File: src/rtl/axa_pkg.sv
// Shared types and helpers for the approximate-adder sweep sequencer.
// Sums and errors are worked in int so any legal operand width fits without overflow.
package axa_pkg;

    typedef enum logic [1:0] {
        ST_IDLE   = 2'd0,
        ST_SETTLE = 2'd1,
        ST_CHECK  = 2'd2,
        ST_DONE   = 2'd3
    } state_t;

    localparam int SETTLE_MAX = 15;

    function automatic int exact_sum(input int a, input int b);
        return a + b;
    endfunction

    function automatic int abs_err(input int approx, input int exact);
        return (approx >= exact) ? approx - exact : exact - approx;
    endfunction

    function automatic bit out_w_ok(input int operand_w, input int out_w);
        return out_w == operand_w + 1;
    endfunction

endpackage

File: src/rtl/axa_err_acc.sv
// Error computation for one vector plus the running statistics registers
// (max error, nonzero-error count, first-failure capture, final pass flag).
module axa_err_acc
    import axa_pkg::*;
#(
    parameter int OPERAND_W = 2,
    parameter int OUT_W     = 3,
    parameter int ET        = 0
) (
    input  logic                   clk,
    input  logic                   rst_n,
    input  logic                   clear,
    input  logic                   en,
    input  logic                   last,
    input  logic [OPERAND_W-1:0]   op_a,
    input  logic [OPERAND_W-1:0]   op_b,
    input  logic [OUT_W-1:0]       approx_sum,
    output logic                   err_over,
    output logic [OUT_W-1:0]       max_err,
    output logic [2*OPERAND_W:0]   err_cnt,
    output logic [2*OPERAND_W-1:0] fail_vec,
    output logic                   fail_valid,
    output logic                   pass
);

    localparam int CNT_W = 2 * OPERAND_W + 1;

    logic [OUT_W-1:0] err;
    logic [OUT_W-1:0] max_next;

    assign err      = OUT_W'(abs_err(int'(approx_sum), exact_sum(int'(op_a), int'(op_b))));
    assign max_next = (err > max_err) ? err : max_err;
    assign err_over = int'(err) > ET;

    always_ff @(posedge clk or negedge rst_n) begin
        if (!rst_n) begin
            max_err    <= '0;
            err_cnt    <= '0;
            fail_vec   <= '0;
            fail_valid <= 1'b0;
            pass       <= 1'b0;
        end else if (clear) begin
            max_err    <= '0;
            err_cnt    <= '0;
            fail_vec   <= '0;
            fail_valid <= 1'b0;
            pass       <= 1'b0;
        end else if (en) begin
            max_err <= max_next;
            if (err != '0)
                err_cnt <= err_cnt + CNT_W'(1);
            if (err_over && !fail_valid) begin
                fail_vec   <= {op_b, op_a};
                fail_valid <= 1'b1;
            end
            // pass must include the vector being checked on the closing edge
            if (last)
                pass <= int'(max_next) <= ET;
        end
    end

endmodule

File: src/rtl/axa_sweep_ctrl.sv
// Exhaustive sweep sequencer: drives every {op_b,op_a} into a combinational
// approximate adder and accumulates error statistics against the exact sum.
//
//   state     | meaning
//   ST_IDLE   | waiting for start; statistics held
//   ST_SETTLE | operands held, settle down-counter running
//   ST_CHECK  | sample approx_sum, update statistics, advance or finish
//   ST_DONE   | one-cycle done pulse, then back to idle
module axa_sweep_ctrl
    import axa_pkg::*;
#(
    parameter int OPERAND_W    = 2,
    parameter int OUT_W        = 3,
    parameter int ET           = 0,
    parameter int SETTLE       = 0,
    parameter int STOP_ON_FAIL = 0
) (
    input  logic                   clk,
    input  logic                   rst_n,
    input  logic                   start,
    input  logic                   abort,
    output logic [OPERAND_W-1:0]   op_a,
    output logic [OPERAND_W-1:0]   op_b,
    input  logic [OUT_W-1:0]       approx_sum,
    output logic                   busy,
    output logic                   done,
    output logic                   aborted,
    output logic                   pass,
    output logic [OUT_W-1:0]       max_err,
    output logic [2*OPERAND_W:0]   err_cnt,
    output logic [2*OPERAND_W-1:0] fail_vec,
    output logic                   fail_valid
);

    localparam int         VEC_W     = 2 * OPERAND_W;
    localparam logic [3:0] SETTLE_LD = 4'((SETTLE > 0) ? SETTLE - 1 : 0);

    if (!out_w_ok(OPERAND_W, OUT_W)) begin : g_bad_out_w
        $error("axa_sweep_ctrl: OUT_W must equal OPERAND_W+1");
    end
    if (SETTLE < 0 || SETTLE > SETTLE_MAX) begin : g_bad_settle
        $error("axa_sweep_ctrl: SETTLE out of range 0..15");
    end

    state_t           state;
    logic [VEC_W-1:0] vec;
    logic [3:0]       settle_cnt;
    logic             err_over;
    logic             acc_clear;
    logic             acc_en;
    logic             stop;

    assign {op_b, op_a} = vec;
    assign acc_clear    = (state == ST_IDLE) && start;
    assign acc_en       = (state == ST_CHECK) && !abort;
    assign stop         = (&vec) || ((STOP_ON_FAIL != 0) && err_over);

    axa_err_acc #(
        .OPERAND_W (OPERAND_W),
        .OUT_W     (OUT_W),
        .ET        (ET)
    ) u_acc (
        .clk        (clk),
        .rst_n      (rst_n),
        .clear      (acc_clear),
        .en         (acc_en),
        .last       (stop),
        .op_a       (op_a),
        .op_b       (op_b),
        .approx_sum (approx_sum),
        .err_over   (err_over),
        .max_err    (max_err),
        .err_cnt    (err_cnt),
        .fail_vec   (fail_vec),
        .fail_valid (fail_valid),
        .pass       (pass)
    );

    always_ff @(posedge clk or negedge rst_n) begin
        if (!rst_n) begin
            state      <= ST_IDLE;
            vec        <= '0;
            settle_cnt <= '0;
            busy       <= 1'b0;
            done       <= 1'b0;
            aborted    <= 1'b0;
        end else begin
            done    <= 1'b0;
            aborted <= 1'b0;
            case (state)
                ST_IDLE: begin
                    if (start) begin
                        vec  <= '0;
                        busy <= 1'b1;
                        if (SETTLE > 0) begin
                            state      <= ST_SETTLE;
                            settle_cnt <= SETTLE_LD;
                        end else begin
                            state <= ST_CHECK;
                        end
                    end
                end
                ST_SETTLE: begin
                    if (abort) begin
                        state   <= ST_IDLE;
                        busy    <= 1'b0;
                        aborted <= 1'b1;
                    end else if (settle_cnt == '0) begin
                        state <= ST_CHECK;
                    end else begin
                        settle_cnt <= settle_cnt - 4'd1;
                    end
                end
                ST_CHECK: begin
                    if (abort) begin
                        state   <= ST_IDLE;
                        busy    <= 1'b0;
                        aborted <= 1'b1;
                    end else if (stop) begin
                        state <= ST_DONE;
                        busy  <= 1'b0;
                        done  <= 1'b1;
                    end else begin
                        vec <= vec + VEC_W'(1);
                        if (SETTLE > 0) begin
                            state      <= ST_SETTLE;
                            settle_cnt <= SETTLE_LD;
                        end else begin
                            state <= ST_CHECK;
                        end
                    end
                end
                default: begin
                    state <= ST_IDLE;
                end
            endcase
        end
    end

endmodule

File: config.mk
export PLATFORM = sky130hd
export DESIGN_NAME = axa_sweep_ctrl
export DESIGN_NICKNAME = d
export VERILOG_FILES = /design/src/rtl/axa_pkg.sv /design/src/rtl/axa_err_acc.sv /design/src/rtl/axa_sweep_ctrl.sv
export SDC_FILE = /design/constraint.sdc
export NUM_CORES = 1
export LEC_CHECK = 0
export CORE_MARGIN = 1
export CORE_UTILIZATION = 40
export DETAILED_ROUTE_END_ITERATION = 16
export PLACE_DENSITY = 0.61
export SYNTH_ARGS = -nofsm -noshare
export SYNTH_HDL_FRONTEND = slang
export SYNTH_HIERARCHICAL = 1
export SYNTH_SLANG_ARGS = --single-unit
export TNS_END_PERCENT = 5
File: constraint.sdc
create_clock -name clk -period 3.8 [get_ports clk]
set_input_delay 0.76 -clock clk [delete_from_list [all_inputs] [get_ports clk]]
set_output_delay 0.76 -clock clk [all_outputs]
set_load 0.05 [all_outputs]
### After elaboration in Yosys (flattened, before gate mapping)

Index checks and enable logic that the tools add are counted.

| word-level totals | value |
|---|---|
| register bits | 27 |
| input port bits | 7 |
| output and inout bits | 21 |

| cells by class | value |
|---|---|
| add/sub/neg operators | 6 |
| order comparisons | 4 |
| equality and inequality tests | 8 |
| multiplexer cells | 36 |
| bitwise gates (word level) | 2 |
| reductions and logical operators | 23 |

Operators with widths:

| cell | count |
|---|---|
| $ge 4x32->1 | 1 |
| $mux 4 | 6 |
| $mux 1 | 16 |
| $mux 5 | 3 |
| $mux 3 | 4 |
| $reduce_and 4->1 | 3 |
| $reduce_bool 2->1 | 5 |
| $mux 2 | 4 |
| $ne 2x2->1 const B | 4 |
| $pmux 4 s2 | 1 |
| $reduce_and 2->1 | 4 |
| $ne 3x3->1 const B | 2 |
| $pmux 2 s3 | 1 |
| $reduce_bool 3->1 | 2 |
| $sub 3x3->3 | 2 |
| $add 5x1->5 const B | 1 |
| $add 4x1->4 const B | 1 |
| $logic_not 4->1 | 1 |
| $sub 4x1->4 const B | 1 |
| $add 2x2->3 | 1 |
| $gt 3x1->1 const B | 1 |
| $gt 3x3->1 | 1 |
| $le 3x1->1 const B | 1 |
| $logic_and 1x1->1 | 3 |
| 8 further kinds | 10 |

### Logic depth before layout (Yosys ltp)

Gate-level depths: netlist of run 1.

| depth | value |
|---|---|
| word-level depth | 9 |
| depth in mapped cells | 16 |

### By module

Netlist of run 1, hierarchy kept.

By module, submodules not included:

| module | times used | cells an instance | area an instance (sq um) | sequential area each (sq um) |
|---|---|---|---|---|
| axa_err_acc | 1 | 117 | 1131.1 | 350.3 |
| axa_sweep_ctrl | 1 | 88 | 858.3 | 325.3 |

### Worst setup path after synthesis of run 1

OpenSTA, ideal clock, no wires.

| timing path | value |
|---|---|
| path type | reg-to-reg |
| start point | reg vec[0] |
| end point | reg u_acc.pass |
| setup time | 110 ps |
| arrival time | 3734 ps |
| path slack | -45 ps |
| cell stages (with the launch flop) | 17 |
| clock period less this slack | 3845 ps |
| path through | dfrtp_1 > ha_1 > inv_1 > fa_1 > inv_1 > ha_1 > nand2_1 > o21ai_2 > mux2_4 > clkinv_2 > ha_1 > nor2b_1 > o21ai_0 > nand2b_1 > a211oi_1 > a41oi_1 > o41ai_1 |

| between the ends | value |
|---|---|
| longest elaborated chain between the ends | 9 |

Ends and longest elaborated chain:

| element | line | RTL |
|---|---|---|
| start: declaration | axa_sweep_ctrl.sv:46 | `logic [VEC_W-1:0] vec;` |
| start signal: assignment | axa_sweep_ctrl.sv:124 | `vec <= vec + VEC_W'(1);` |
| $add 2x2->3 | axa_pkg.sv:15 | `return a + b;` |
| $ge 4x32->1 or $sub 3x3->3 (tied branches) | axa_pkg.sv:19 | `return (approx >= exact) ? approx - exact : exact - approx;` |
| $mux 3 | axa_pkg.sv:19 |  |
| $gt 3x3->1 | axa_err_acc.sv:32 | `assign max_next = (err > max_err) ? err : max_err;` |
| $mux 3 | axa_err_acc.sv:32 |  |
| $le 3x1->1 | axa_err_acc.sv:58 | `pass <= int'(max_next) <= ET;` |
| $mux 1 | axa_err_acc.sv:57 | `if (last)` |
| $mux 1 | axa_err_acc.sv:48 | `end else if (en) begin` |
| $mux 1 | axa_err_acc.sv:42 | `end else if (clear) begin` |
| end signal: assignment | axa_err_acc.sv:41 | `pass <= 1'b0;` |
| end signal: assignment | axa_err_acc.sv:47 | `pass <= 1'b0;` |
| end signal: assignment | axa_err_acc.sv:58 |  |
| end: declaration | axa_err_acc.sv:23 | `output logic pass` |

Several ways; a longest one is shown, not always the timed one. The select of a mux whose other input is x is not followed.
A chain may end at the register's enable or synchronous reset.

### Final worst setup path of run 1

Same ends and word-level chain as after synthesis.

==> results.py, run 1 <==
metrics = {
    "placement": {
        "io_buffer_count": 27,
        "dp_hpwl_um": 2968,
        "gp_congestion": 0.7502,
        "post-place-cells": 298,
        "place_area_sq_um": 2359,
    },
    "worst_setup_path": {
        "worstPathArrival_ps": 3660,
        "end_kind": "flop",
        "crit_fanout": 5,
        "critPathLaunchType": "flop",
        "crit_type": "reg2reg",
        "crit_required_ps": 3960,
    },
    "final_layout": {
        "n_antenna_cell": 0,
        "layout.nets": 263,
        "layout_common_cells": "clkdlybuf4s50_1 (27), dfrtp_1 (26), inv_1 (22), ha_1 (17), nand2b_1 (12)",
        "drive_gt1_share_pct": 12.77,
        "final_cell_area_sq_um": 2405,
        "final_common_cell": "clkdlybuf4s50_1",
        "fillers": 449,
        "final_cells": 302,
        "area_growth_pct": 20.88,
        "fin_util_pct": 50.58,
    },
    "floorplan": {
        "die_width_um": 72.53,
        "rows": 25,
        "dieArea_sq_um": 5260,
        "die_h_um": 72.53,
        "top_level_ports": 28,
        "core-area_sq_um": 4755,
        "initial_utilization_pct": 41.84,
    },
    "synthesis": {
        "yosys.area_share.simple_pct": 21.26,
        "ys_seq_elements": 27,
        "postSynthAreaPerCell_sq_um": 9.704,
        "muxShareOfSynthArea_pct": 8.868,
        "synth_seq_area_share_pct": 33.96,
        "synth-edff-count": 0,
        "synthXorXnorAreaFrac_pct": 0.8805,
        "synth_fa_ha_area_share_pct": 13.71,
        "ys.flop_type": "dfrtp_1",
        "synth_cells": 205,
        "netlist_area_sq_um": 1989,
        "async_flop_share_pct": 100.0,
        "synth_compound_area_share_pct": 15.16,
        "synth_nets": 232,
        "yosys_warnings": 6,
        "synth_cell_types": 57,
        "synth_top_family_by_area": "simple AND/OR/NAND/NOR gates",
    },
    "pwr": {
        "intPower_w": 0.0008609,
        "p_leak_nw": 1.047,
        "p_comb_share_pct": 66.2,
        "switching_power_w": 0.0007983,
        "ir_drop_mv": 0.4621,
        "swShare_pct": 48.11,
        "p_per_area_nw_per_um2": 690.0,
        "clkPwrFrac_pct": 9.7,
        "power_frac_seq_pct": 24.1,
    },
    "clock_tree": {
        "post_cts_resized": 0,
        "clock_sinks": 27,
        "post_cts_buffers": 0,
        "insertion_delay_ps": 270,
        "path_clk_slew_ps": 90,
        "cts_buffers": 3,
        "root_buffer": "clkbuf_8",
        "htree_levels": 1,
        "postCtsHoldBufs": 0,
        "clockBufferDepth": 2,
        "cts_tree": "done",
    },
    "routing": {
        "postRouteAntennaNets": 0,
        "drt_iter0_markers": 29,
        "viasPerCell": 5.066,
        "wl_per_cell_um": 12.82,
        "drc": 0,
        "drtPass1Iterations": 4,
        "vias": 1530,
        "wl_um": 3871,
    },
    "flow_run": {
        "drv_cap": 0,
    },
    "hold_path": {
        "min_path_type": "reg2reg",
    },
    "global_routing": {
        "antenna_found_initial": 0,
        "grt_pass1_wl_um": 6824,
        "grtUsageTotal_pct": 16.40,
        "grt_max_degree": 21,
        "grt_pass1_vias": 1509,
        "overflow": 0,
    },
    "sta": {
        "slew_viol_final": 0,
        "fin_crit_sh_pct": 92.26,
        "skew_ps": 2.430,
        "fmax_mhz": 285.2,
        "hold-worst-slack_ps": 501.7,
        "fin_crit_ps": 3506,
        "rsz0062_at_grt": "no",
        "fin_setup_tns_ps": 0,
        "tightest_slew_ps": 801.0,
        "setup_viol": 0,
        "slew-limit-headroom_pct": 46.43,
        "hold_viol": 0,
    },
    "run_status": {
        "status": "finished clean",
    },
}
[critical path, cell delays in order (launching register included)]
cell and delay [ps]:
dfrtp_2 370, ha_1 140, inv_1 50, fa_1 550, inv_1 90, ha_1 320, nand2_1 100, o21ai_2 160
mux2_4 320, clkinv_2 80, ha_1 230, nor2b_1 130, o21ai_0 130, nand2b_1 90, buf_4 150, nand3_1 70
o21ai_0 80, o41ai_1 330
[Yosys cell counts, types with 2 or more instances]
master | number | share of area (%)
fa_1 | 3 | 3.0
nor2_1 | 10 | 1.9
clkbuf_1 | 3 | 0.57
inv_1 | 22 | 4.2
xnor2_1 | 2 | 0.88
a21oi_1 | 8 | 2.0
buf_2 | 4 | 1.0
o31ai_1 | 2 | 0.75
nand2b_1 | 12 | 3.8
o211ai_1 | 2 | 0.75
dfrtp_1 | 27 | 34
mux2_4 | 2 | 1.5
nor2b_1 | 8 | 2.5
nand2_1 | 7 | 1.3
o21ai_2 | 2 | 0.88
nor3_1 | 2 | 0.50
nand3_1 | 11 | 2.8
nor3b_1 | 4 | 1.5
a211oi_1 | 2 | 0.75
o21ai_0 | 6 | 1.5
ha_1 | 17 | 11
mux2i_1 | 11 | 5.5
nand3b_1 | 2 | 0.75
mux2_2 | 2 | 1.1
or4_1 | 2 | 0.75
[kinds of logic after synthesis]
| kind of cell | count (synthesis) |
|---|---|
| AOI/OAI and AO/OA | 38 |
| xor gates and xnor gates | 2 |
| adders and majority gates | 20 |
| buffers and inverters | 31 |
| DFF | 27 |
| muxes | 16 |
| and+or+nand+nor | 71 |
[power groups by stage]
stage	clock (W)	sequential (W)	combinational [W]
final	0.000160	0.000400	0.00110
after detailed placement	0	0.000407	0.00110
after global routing	0.000179	0.000412	0.00121
after CTS	0.000172	0.000402	0.00111
after floorplan	0	0.000611	0.000598
after global placement	0	0.000408	0.00110
[path summary, 6_finish.rpt]
| kind | start | to | slack [ps] | cells after the start |
|---|---|---|---|---|
| setup / recovery | vec[0] | u_acc/pass | 290 | 17 |
| hold / removal | settle_cnt[0] | settle_cnt[0] | 500 | 1 |
| setup reg to reg | vec[0] | u_acc/pass | 290 | 17 |
| hold reg to reg | settle_cnt[0] | settle_cnt[0] | 500 | 1 |
| max in group asynchronous | rst_n | u_acc/err_cnt[0] | 2200 | 2 |
| min in group asynchronous | rst_n | vec[3] | 950 | 1 |
[metrics by stage]
step                power [W]  setup WS, ps
floorplan            0.001209         46.56
global placement     0.001506         150.5
detailed placement   0.001509         99.34
CTS                  0.001682         276.0
global route         0.001806         22.46
finish               0.001659         294.2
[layout make-up]
cell class	count	area, sq um	share of cell area [%]
multi-input combinational	147	1191	49.53
sequential	27	676.9	28.15
timing repair buffer	33	315.3	13.11
inverter	24	91.34	3.798
tap	67	83.83	3.486
clock buffer	3	41.29	1.717
clock inverter	1	5.005	0.2081
[sequential cells by signal, summed over array words and instances (netlist names), 2 cells and up]
signal / flops
vec: 4
u_acc/fail_vec: 4
u_acc/max_err: 3
state: 2
settle_cnt: 4
u_acc/err_cnt: 5
[routing by layer]
layer | track usage [%] | wire [um] | vias up
met5 | 0 | 0 | -
met4 | 4.575 | 29 | 0
met3 | 2.222 | 116 | 2
met2 | 27.21 | 1740 | 29
met1 | 22.41 | 1985 | 721
li1 | - | - | 778
Power figures use the tool's default switching activity.
==> inputs of run 2 (changes only) <==
--- a/config.mk
+++ b/config.mk
@@ -6,9 +6,9 @@
 export NUM_CORES = 1
 export LEC_CHECK = 0
 export CORE_MARGIN = 1
-export CORE_UTILIZATION = 40
+export CORE_UTILIZATION = 50
 export DETAILED_ROUTE_END_ITERATION = 16
-export PLACE_DENSITY = 0.61
+export PLACE_DENSITY = 0.73
 export SYNTH_ARGS = -nofsm -noshare
 export SYNTH_HDL_FRONTEND = slang
 export SYNTH_HIERARCHICAL = 1
==> constraint.sdc (replaced) <==
create_clock -name clk -period 3.8 [get_ports clk]
set_input_delay 0.76 -clock clk [delete_from_list [all_inputs] [get_ports clk]]
set_output_delay 0.76 -clock clk [all_outputs]
set_load 0.005 [all_outputs]
==> run 2 against run 1 <==
Utilization up 13 points; global-route usage up 4.5 points; clock power up 2%; routed wire length up 0.13%; critical path depth down 1; sequential cell count unchanged; worst setup slack worse by 57 ps; clock-buffer cell count unchanged; non-clock buffer count unchanged; maximum frequency down 1.6%; largest power group unchanged.
==> results.py, run 2 (synthesis results as in run 1) <==
metrics = {
    "sta": {
        "skew_ps": 8.332,
        "slew-limit-headroom_pct": 61.12,
        "slew_viol_final": 0,
        "fin_crit_sh_pct": 93.75,
        "fin_setup_tns_ps": 0,
        "setup_viol": 0,
        "fmax_mhz": 280.7,
        "rsz0062_at_grt": "no",
        "hold_viol": 0,
        "tightest_slew_ps": 581.9,
        "fin_crit_ps": 3562,
    },
    "worst_setup_path": {
        "slowest_stage": "fa_1",
        "end_kind": "flop",
        "cp_cell_sequence": "ha_1, inv_1, fa_1, inv_1, ha_1, nand2_1, o21ai_2, mux2_4, clkinv_2, ha_1, nor2b_1, o21ai_0, nand2b_1, a211oi_1, a41oi_1, o41ai_1",
        "path_buf_inv": 3,
        "crit_required_ps": 3970,
        "critPathTopFamily": "adder cells",
        "worstPathArrival_ps": 3730,
        "crit_top_cell": "ha_1",
        "max_stage_delay_ps": 570,
        "critPathLaunchType": "flop",
        "crit_type": "reg2reg",
        "crit_fanout": 3,
    },
    "pwr": {
        "switching_power_w": 0.0006150,
        "ir_drop_mv": 0.3577,
        "finalPower_w": 0.001476,
        "p_comb_share_pct": 61.7,
        "swShare_pct": 41.68,
        "intPower_w": 0.0008607,
        "power_frac_seq_pct": 27.2,
        "clkPwrFrac_pct": 11.1,
        "p_per_area_nw_per_um2": 620.1,
        "p_leak_nw": 1.049,
    },
    "clock_tree": {
        "insertion_delay_ps": 270,
        "cts_tree": "done",
        "post_cts_buffers": 0,
        "htree_levels": 1,
        "clock_sinks": 27,
        "root_buffer": "clkbuf_8",
        "post_cts_resized": 0,
        "clockBufferDepth": 2,
        "postCtsHoldBufs": 0,
        "path_clk_slew_ps": 100,
        "cts_buffers": 3,
    },
    "floorplan": {
        "die_h_um": 65.08,
        "rows": 22,
        "initial_utilization_pct": 53.14,
        "top_level_ports": 28,
        "dieArea_sq_um": 4235,
        "core-area_sq_um": 3744,
        "die_width_um": 65.08,
    },
    "final_layout": {
        "fin_util_pct": 63.57,
        "final_cell_area_sq_um": 2380,
        "top_register": "u_acc/err_cnt",
        "n_antenna_cell": 0,
        "area_growth_pct": 19.62,
        "largest_register_ffs": 5,
        "drive_gt1_share_pct": 12.34,
        "layout.nets": 263,
        "layout_common_cells": "dfrtp_1 (27), clkdlybuf4s50_1 (27), inv_1 (22), ha_1 (17), nand2b_1 (12)",
    },
    "routing": {
        "drtPass1Iterations": 4,
        "wl_per_cell_um": 13.70,
        "drc": 0,
        "viasPerCell": 5.509,
        "drt_iter0_markers": 50,
        "wl_um": 3876,
        "postRouteAntennaNets": 0,
        "vias": 1559,
    },
    "placement": {
        "place_area_sq_um": 2333,
        "dp_hpwl_um": 2917,
        "io_buffer_count": 27,
        "gp_congestion": 0.7689,
    },
    "global_routing": {
        "grt_pass1_wl_um": 6837,
        "grt_pass1_vias": 1526,
        "busiest_layer": "met2",
        "met3_usage_pct": 2.641,
        "gr-usage-met1_pct": 28.25,
        "use_met2_pct": 35.03,
        "grt_max_degree": 28,
        "overflow": 0,
        "antenna_found_initial": 0,
        "grtUsageTotal_pct": 20.90,
    },
    "hold_path": {
        "min_path_type": "reg2reg",
    },
    "flow_run": {
        "drv_cap": 0,
    },
    "run_status": {
        "status": "finished clean",
    },
}
==> run 2: layout make-up <==
| cell class | instances | area [sq um] |
|---|---|---|
| clock buffer | 3 | 41.29 |
| clock inverter | 1 | 5.005 |
| fill | 335 | 1364 |
| inverter | 24 | 91.34 |
| multi-input combinational | 147 | 1191 |
| sequential | 27 | 675.6 |
| tap | 48 | 60.06 |
| timing repair buffer | 33 | 315.3 |
==> run 2: final timing paths <==
kind                                    start          endpoint  slack [ps]  cells after the start
worst max-delay path                   vec[2]        u_acc/pass         240                     16
worst min-delay path            settle_cnt[3]     settle_cnt[3]         500                      1
worst max register to register         vec[2]        u_acc/pass         240                     16
worst min register to register  settle_cnt[3]     settle_cnt[3]         500                      1
max in group asynchronous               rst_n     settle_cnt[1]        2670                      2
min in group asynchronous               rst_n  u_acc/err_cnt[2]         860                      2
==> run 2: power by group through the flow <==
stage	clock [W]	sequential [W]	combinational, W
after detailed placement	0	0.000406	0.000915
after global routing	0.000180	0.000411	0.00102
after CTS	0.000170	0.000402	0.000917
final	0.000164	0.000401	0.000911
after floorplan	0	0.000419	0.000598
after global placement	0	0.000406	0.000892
==> run 2: metrics by stage <==
| stage | instances | hold WS, ps | worst slack [ps] |
|---|---|---|---|
| 2_1_floorplan | 205 | 455.4 | 285.6 |
| 3_3_place_gp | 279 | 482.6 | 171.8 |
| 3_5_place_dp | 279 | 490.2 | 81.65 |
| 4_1_cts | 283 | 502.8 | 230.8 |
| 5_1_grt | 283 | 529.1 | 10.22 |
| 6_report | 283 | 496.4 | 237.6 |
==> run 2: routing by layer <==
| metal | routed length [um] | share of wire (%) |
|---|---|---|
| met5 | 0 | 0 |
| met4 | 27 | 0.70 |
| met3 | 123 | 3.2 |
| met2 | 1778 | 46 |
| met1 | 1946 | 50 |
==> inputs of run 3 (changes only) <==
--- a/config.mk
+++ b/config.mk
@@ -5,6 +5,7 @@
 export SDC_FILE = /design/constraint.sdc
 export NUM_CORES = 1
 export LEC_CHECK = 0
+export CAP_MARGIN = 30
 export CORE_MARGIN = 1
 export CORE_UTILIZATION = 50
 export DETAILED_ROUTE_END_ITERATION = 16
==> results of run 3 <==
Final layout, timing and power as in run 2 (identical DEF).
